--- src/rtl/frv_pipeline_retire.sv ---
// Writeback/retire stage: GPR write port, load/CSR response wait, trap raise.
// Optional load bus timeout is compiled in with FRV_RETIRE_LD_TIMEOUT_EN.
//
// state    | meaning
// IDLE     | no instruction held
// WR       | held result/trap retires this cycle; may accept the next one
// WAIT_LD  | load held, waiting for dmem response (or timeout)
// WAIT_CSR | CSR op held, waiting for csr read data
module frv_pipeline_retire #(
  parameter int XLEN = 32
`ifdef FRV_RETIRE_LD_TIMEOUT_EN
  , parameter int LD_TIMEOUT = 255
`endif
) (
  input  logic            g_clk,
  input  logic            g_reset,
  input  logic            s4_p_valid,
  output logic            s4_p_busy,
  input  logic [4:0]      s4_i_rd,
  input  logic [XLEN-1:0] s4_i_result,
  input  logic            s4_i_load,
  input  logic [1:0]      s4_i_lsize,
  input  logic            s4_i_lsign,
  input  logic            s4_i_csr,
  input  logic            s4_i_trap,
  input  logic [5:0]      s4_i_cause,
  input  logic [31:0]     s4_i_pc,
  input  logic            dmem_rvalid,
  input  logic            dmem_rerr,
  input  logic [31:0]     dmem_rdata,
  input  logic            csr_rvalid,
  input  logic [XLEN-1:0] csr_rdata,
  output logic [4:0]      s4_rd,
  output logic            s4_load,
  output logic            s4_csr,
  output logic            gpr_wen,
  output logic [4:0]      gpr_rd,
  output logic [XLEN-1:0] gpr_wdata,
  output logic            trap_raise,
  output logic [5:0]      trap_cause,
  output logic [31:0]     trap_pc
);

  localparam logic [5:0] CAUSE_LD_FAULT = 6'd5;

  typedef enum logic [1:0] {
    ST_IDLE,
    ST_WR,
    ST_WAIT_LD,
    ST_WAIT_CSR
  } state_t;

  state_t state, state_nxt;

  logic [4:0]      hold_rd;
  logic [XLEN-1:0] hold_result;
  logic [31:0]     hold_pc;
  logic [1:0]      hold_lsize;
  logic            hold_lsign;
  logic            hold_trap;
  logic [5:0]      hold_cause;

  logic            accept;
  logic            ld_timeout;
  logic [XLEN-1:0] ld_ext;

  assign s4_p_busy = (state == ST_WAIT_LD) || (state == ST_WAIT_CSR);
  assign accept    = s4_p_valid && !s4_p_busy;
  assign s4_load   = (state == ST_WAIT_LD);
  assign s4_csr    = (state == ST_WAIT_CSR);
  assign s4_rd     = (state == ST_IDLE) ? 5'd0 : hold_rd;

`ifdef FRV_RETIRE_LD_TIMEOUT_EN
  localparam logic [7:0] LD_TC = 8'(LD_TIMEOUT);
  logic [7:0] ld_cnt;

  always_ff @(posedge g_clk) begin
    if (g_reset) begin
      ld_cnt <= 8'd0;
    end else if (accept) begin
      ld_cnt <= 8'd0;
    end else if (state == ST_WAIT_LD) begin
      ld_cnt <= ld_cnt + 8'd1;
    end
  end

  assign ld_timeout = (state == ST_WAIT_LD) && (ld_cnt == LD_TC);
`else
  assign ld_timeout = 1'b0;
`endif

  // Size cast of a signed operand sign-extends; unsigned zero-extends.
  always_comb begin
    ld_ext = '0;
    case (hold_lsize)
      2'b00:   ld_ext = hold_lsign ? XLEN'($signed(dmem_rdata[7:0]))
                                   : XLEN'(dmem_rdata[7:0]);
      2'b01:   ld_ext = hold_lsign ? XLEN'($signed(dmem_rdata[15:0]))
                                   : XLEN'(dmem_rdata[15:0]);
      default: ld_ext = hold_lsign ? XLEN'($signed(dmem_rdata))
                                   : XLEN'(dmem_rdata);
    endcase
  end

  always_comb begin
    state_nxt  = state;
    gpr_wen    = 1'b0;
    gpr_rd     = 5'd0;
    gpr_wdata  = '0;
    trap_raise = 1'b0;
    trap_cause = 6'd0;
    trap_pc    = 32'd0;

    case (state)
      ST_IDLE: begin
        state_nxt = ST_IDLE;
      end
      ST_WR: begin
        if (hold_trap) begin
          trap_raise = 1'b1;
          trap_cause = hold_cause;
          trap_pc    = hold_pc;
        end else if (hold_rd != 5'd0) begin
          gpr_wen   = 1'b1;
          gpr_rd    = hold_rd;
          gpr_wdata = hold_result;
        end
        state_nxt = ST_IDLE;
      end
      ST_WAIT_LD: begin
        // A response on the timeout cycle takes precedence over the timeout.
        if (dmem_rvalid) begin
          if (dmem_rerr) begin
            trap_raise = 1'b1;
            trap_cause = CAUSE_LD_FAULT;
            trap_pc    = hold_pc;
          end else if (hold_rd != 5'd0) begin
            gpr_wen   = 1'b1;
            gpr_rd    = hold_rd;
            gpr_wdata = ld_ext;
          end
          state_nxt = ST_IDLE;
        end else if (ld_timeout) begin
          trap_raise = 1'b1;
          trap_cause = CAUSE_LD_FAULT;
          trap_pc    = hold_pc;
          state_nxt  = ST_IDLE;
        end
      end
      ST_WAIT_CSR: begin
        if (csr_rvalid) begin
          if (hold_rd != 5'd0) begin
            gpr_wen   = 1'b1;
            gpr_rd    = hold_rd;
            gpr_wdata = csr_rdata;
          end
          state_nxt = ST_IDLE;
        end
      end
      default: state_nxt = ST_IDLE;
    endcase

    if (accept) begin
      if (s4_i_trap)      state_nxt = ST_WR;
      else if (s4_i_load) state_nxt = ST_WAIT_LD;
      else if (s4_i_csr)  state_nxt = ST_WAIT_CSR;
      else                state_nxt = ST_WR;
    end
  end

  always_ff @(posedge g_clk) begin
    if (g_reset) begin
      state       <= ST_IDLE;
      hold_rd     <= 5'd0;
      hold_result <= '0;
      hold_pc     <= 32'd0;
      hold_lsize  <= 2'd0;
      hold_lsign  <= 1'b0;
      hold_trap   <= 1'b0;
      hold_cause  <= 6'd0;
    end else begin
      state <= state_nxt;
      if (accept) begin
        hold_rd     <= s4_i_rd;
        hold_result <= s4_i_result;
        hold_pc     <= s4_i_pc;
        hold_lsize  <= s4_i_lsize;
        hold_lsign  <= s4_i_lsign;
        hold_trap   <= s4_i_trap;
        hold_cause  <= s4_i_cause;
      end
    end
  end

endmodule

--- config.mk ---
export PLATFORM = sky130hd
export DESIGN_NAME = frv_pipeline_retire
export DESIGN_NICKNAME = d
export VERILOG_FILES = /design/src/rtl/frv_pipeline_retire.sv
export SDC_FILE = /design/constraint.sdc
export NUM_CORES = 1
export LEC_CHECK = 0
export BUFFER_PORTS_ARGS = -buffer_cell sky130_fd_sc_hd__buf_2
export CAP_MARGIN = 20
export CORE_ASPECT_RATIO = 1.75
export CORE_MARGIN = 8
export CORE_UTILIZATION = 40
export DETAILED_ROUTE_END_ITERATION = 12
export PLACE_DENSITY = 0.77
export SETUP_SLACK_MARGIN = 0.15
export SYNTH_ARGS = -nofsm -noshare
export SYNTH_HDL_FRONTEND = slang
export SYNTH_SLANG_ARGS = --single-unit
export TNS_END_PERCENT = 20
--- constraint.sdc ---
create_clock -name g_clk -period 1.9 [get_ports g_clk]
set_clock_uncertainty 0.15 [all_clocks]
set_input_delay 0.095 -clock g_clk [delete_from_list [all_inputs] [get_ports g_clk]]
set_output_delay 0.095 -clock g_clk [all_outputs]
set_load 0.01 [all_outputs]
==> flow_summary.ini <==
[power]
ir_worst_vdd_mv = 0.539
powerDensity_nw_per_um2 = 588
p_sw_frac = 0.276
power.switching_mw = 1.21
p_comb_frac = 0.198
internal-power_mw = 3.19
cellLeakagePower_nw = 3.36
pwr-share-clk = 0.373
seq_power_share = 0.429

[synth]
synthMuxAreaShare = 0.00272
synth_xor_area_frac = 0
synth_top_family_by_area = simple AND/OR/NAND/NOR gates
synth-compound-area-share = 0.263
synth-simple-area-share = 0.271
ys_warn_count = 0
synthesis.nets = 722
seq_area_frac_synth = 0.391
yosys.area_share.adder = 0.0151
synth_seq_cells = 81
ys_types = 28
syn_area_per_cell_um2 = 7.32
synth_cells = 566
syn_area_um2 = 4140

[route]
wirelength_um = 19100
ant_nets = 0
num_vias = 5397
wl_per_cell_um = 19.1
dr.pass1.iters = 6
drt_iter0_drc = 280
drc = 0
viasPerCell = 5.39

[timing]
rsz0062_at_grt = yes
hold_viol = 0
drv_slew = 0
relSlewSlack = 0.607
setup_violations = 89
fin_ws_ps = -238
worst_slew_pin_slew_ps = 589
fmax_ghz = 0.468
layout_min_cycle_time_ps = 2140
finalCritPeriodShare = 1.13
whs_ps = 13.1

[status]
status = finished with violations
violations = negative setup slack

[placed_design]
port_buffers = 235
place.gp.congestion = 0.782
placed_area_um2 = 5520
dp_hpwl_um = 10900

[die]
ioPinCount = 236
die_w_um = 92.9
die_y_um = 151
core_region_area_um2 = 10200
dieArea_um2 = 14000
start_util = 0.407
num_rows = 49

[layout]
fill_cells = 712
areaGrowthSynthToFinish_pct = 80.6
layout-drive-gt1-share = 0.460
multiInputGateArea_um2 = 2830
design_area_um2 = 7490
fin_nets = 1023
ff_latch_area_um2 = 1630

[hold_path]
hp-class = in2reg
hold_depth = 4

[grt]
grt_usage = 0.238
use_met1 = 0.235
busiest_layer = met2
met2_usage = 0.443
grt_pass1_wl_um = 27000
grt.met3_usage = 0.0664
grt_max_degree = 80
grt-ovfl-total = 0
antenna_found_initial = 0
grt_pass1_vias = 5554

[setup_path]
worstSetupPathType = reg2out
worstSetupEndpointType = output port
path_buf_inv = 4
crit_path_max_fanout = 8
reg2reg_depth = 7
slowest_delay_ps = 340
path_cells = inv_2 > ha_4 > and3b_2 > buf_12 > buf_16 > o221ai_2 > a21oi_1 > buf_2
cp_num_cells = 8
start_kind = flip-flop
critPathArrivalTime_ps = 1890
slowest_stage = dfxtp_2
crit_family = buffers and inverters
crit_required_ps = 1650

[clock_network]
path_clk_slew_ps = 60
clkSinkCount = 81
clk_latency_ps = 330
cts_buffers = 9
clockRootBuffer = clkbuf_16
h-tree-depth = 3
cts.path.max_buffers = 2
tritoncts = built

[run]
max-cap-violations = 0
==> synthesized netlist by cell type <==
cell / n / area [um2]
dfxtp_1: 81 / 1620
mux2_2: 1 / 11.3
clkbuf_1: 39 / 146
or3b_1: 1 / 8.76
o31a_1: 1 / 8.76
nor3b_1: 1 / 7.51
or3_1: 1 / 6.26
o21ai_2: 1 / 8.76
buf_4: 3 / 22.5
o21a_1: 12 / 90.1
ha_1: 5 / 62.6
nand2_1: 158 / 593
or4_1: 1 / 7.51
or2_2: 1 / 6.26
nor2b_1: 9 / 56.3
a22oi_1: 24 / 180
buf_2: 10 / 50.1
and3_1: 2 / 12.5
a222oi_1: 8 / 80.1
o21ai_0: 11 / 55.1
and3b_1: 1 / 8.76
o221ai_1: 16 / 140
and2_1: 59 / 369
and4bb_2: 1 / 12.5
buf_1: 1 / 3.75
inv_1: 4 / 15.0
nor2_1: 9 / 33.8
a21oi_1: 105 / 526
==> final timing paths <==
path / start / end / slack [ps]
worst max-delay path: state[0] / gpr_wdata[21] / -240
worst min register to register: hold_pc[29] / hold_pc[29] / 300
worst min-delay path: csr_rvalid / state[1] / 10
worst max register to register: state[0] / hold_lsize[1] / -40
==> logic make-up (layout without fill, tap and decap cells) <==
| group | Yosys count | after routing |
|---|---|---|
| fa+ha+maj | 5 | 5 |
| mux | 1 | 1 |
| simple gates | 244 | 244 |
| compound gates | 178 | 178 |
| flops | 81 | 81 |
| other cells | 0 | 2 |
| buf+inv | 57 | 363 |
==> area by class of cell <==
cell class	instances	area share
sequential	81	0.217
multi-input combinational	428	0.378
inverter	4	0.00201
clock buffer	11	0.0338
tap	127	0.0212
clock inverter	5	0.00401
antenna	2	0.000669
timing repair buffer	343	0.343
==> what timing repair did <==
item / CTS / global route
hold endpoints to repair: 81 / 0
hold buffers: 82 / 0
gates resized for setup: 106 / 72
endpoints found under the setup margin: 78 / 161
cloned: 1 / 4
pin swaps: 84 / 18
setup buffers: 5 / 0
==> worst reg2reg max path: cells and delay by family (launching register included) <==
family | cells | cell delay, ps
compound gates | 1 | 70
fa+ha+maj | 1 | 160
buf+inv | 3 | 470
flops | 1 | 360
simple gates | 2 | 600
==> cells in the final DEF, fill, tap and decap left out, drive strengths merged, types with 12 or more instances in the layout <==
| master | netlist | final |
|---|---|---|
| and2 | 59 | 59 |
| o21a | 12 | 12 |
| clkbuf | 39 | 15 |
| a22oi | 24 | 24 |
| o221ai | 16 | 16 |
| dlygate4sd3 | 0 | 82 |
| nand2 | 158 | 158 |
| buf | 14 | 257 |
| o21ai | 12 | 12 |
| a21oi | 105 | 105 |
| dfxtp | 81 | 81 |
==> per-layer routing <==
layer | routed length [um] | up-vias | share of wire
met2 | 10400 | 256 | 0.54
met5 | 0 | - | 0
met1 | 6550 | 2536 | 0.34
met4 | 823 | 0 | 0.043
li1 | - | 2533 | -
met3 | 1410 | 72 | 0.074
==> state kept, by name, summed over array words and instances (netlist names) <==
signal,flops
hold_cause,6
hold_lsign,1
hold_lsize,2
hold_pc,32
hold_rd,5
hold_result,32
hold_trap,1
state,2
==> per-stage QoR <==
stage / utilization / setup TNS, ps / total power, mW / setup slack (ps) / instances
finish: 0.736 / -12160 / 4.40 / -238 / 1001
global route: 0.735 / -18190 / 4.56 / -335 / 999
CTS: 0.696 / -10750 / 4.36 / -212 / 995
detailed placement: 0.542 / 0 / 2.49 / 97.4 / 891
global placement: 0.542 / 0 / 2.47 / 122 / 891
floorplan: - / 0 / 2.21 / 143 / 566
==> power by group through the flow <==
stage / sequential [mW] / combinational, mW / clock (mW)
2_1_floorplan: 1.88 / 0.329 / 0
3_3_place_gp: 1.89 / 0.577 / 0
3_5_place_dp: 1.90 / 0.588 / 0
4_1_cts: 1.88 / 0.809 / 1.67
5_1_grt: 1.90 / 0.934 / 1.73
6_report: 1.89 / 0.873 / 1.64
(Power assumes the default switching activity.)
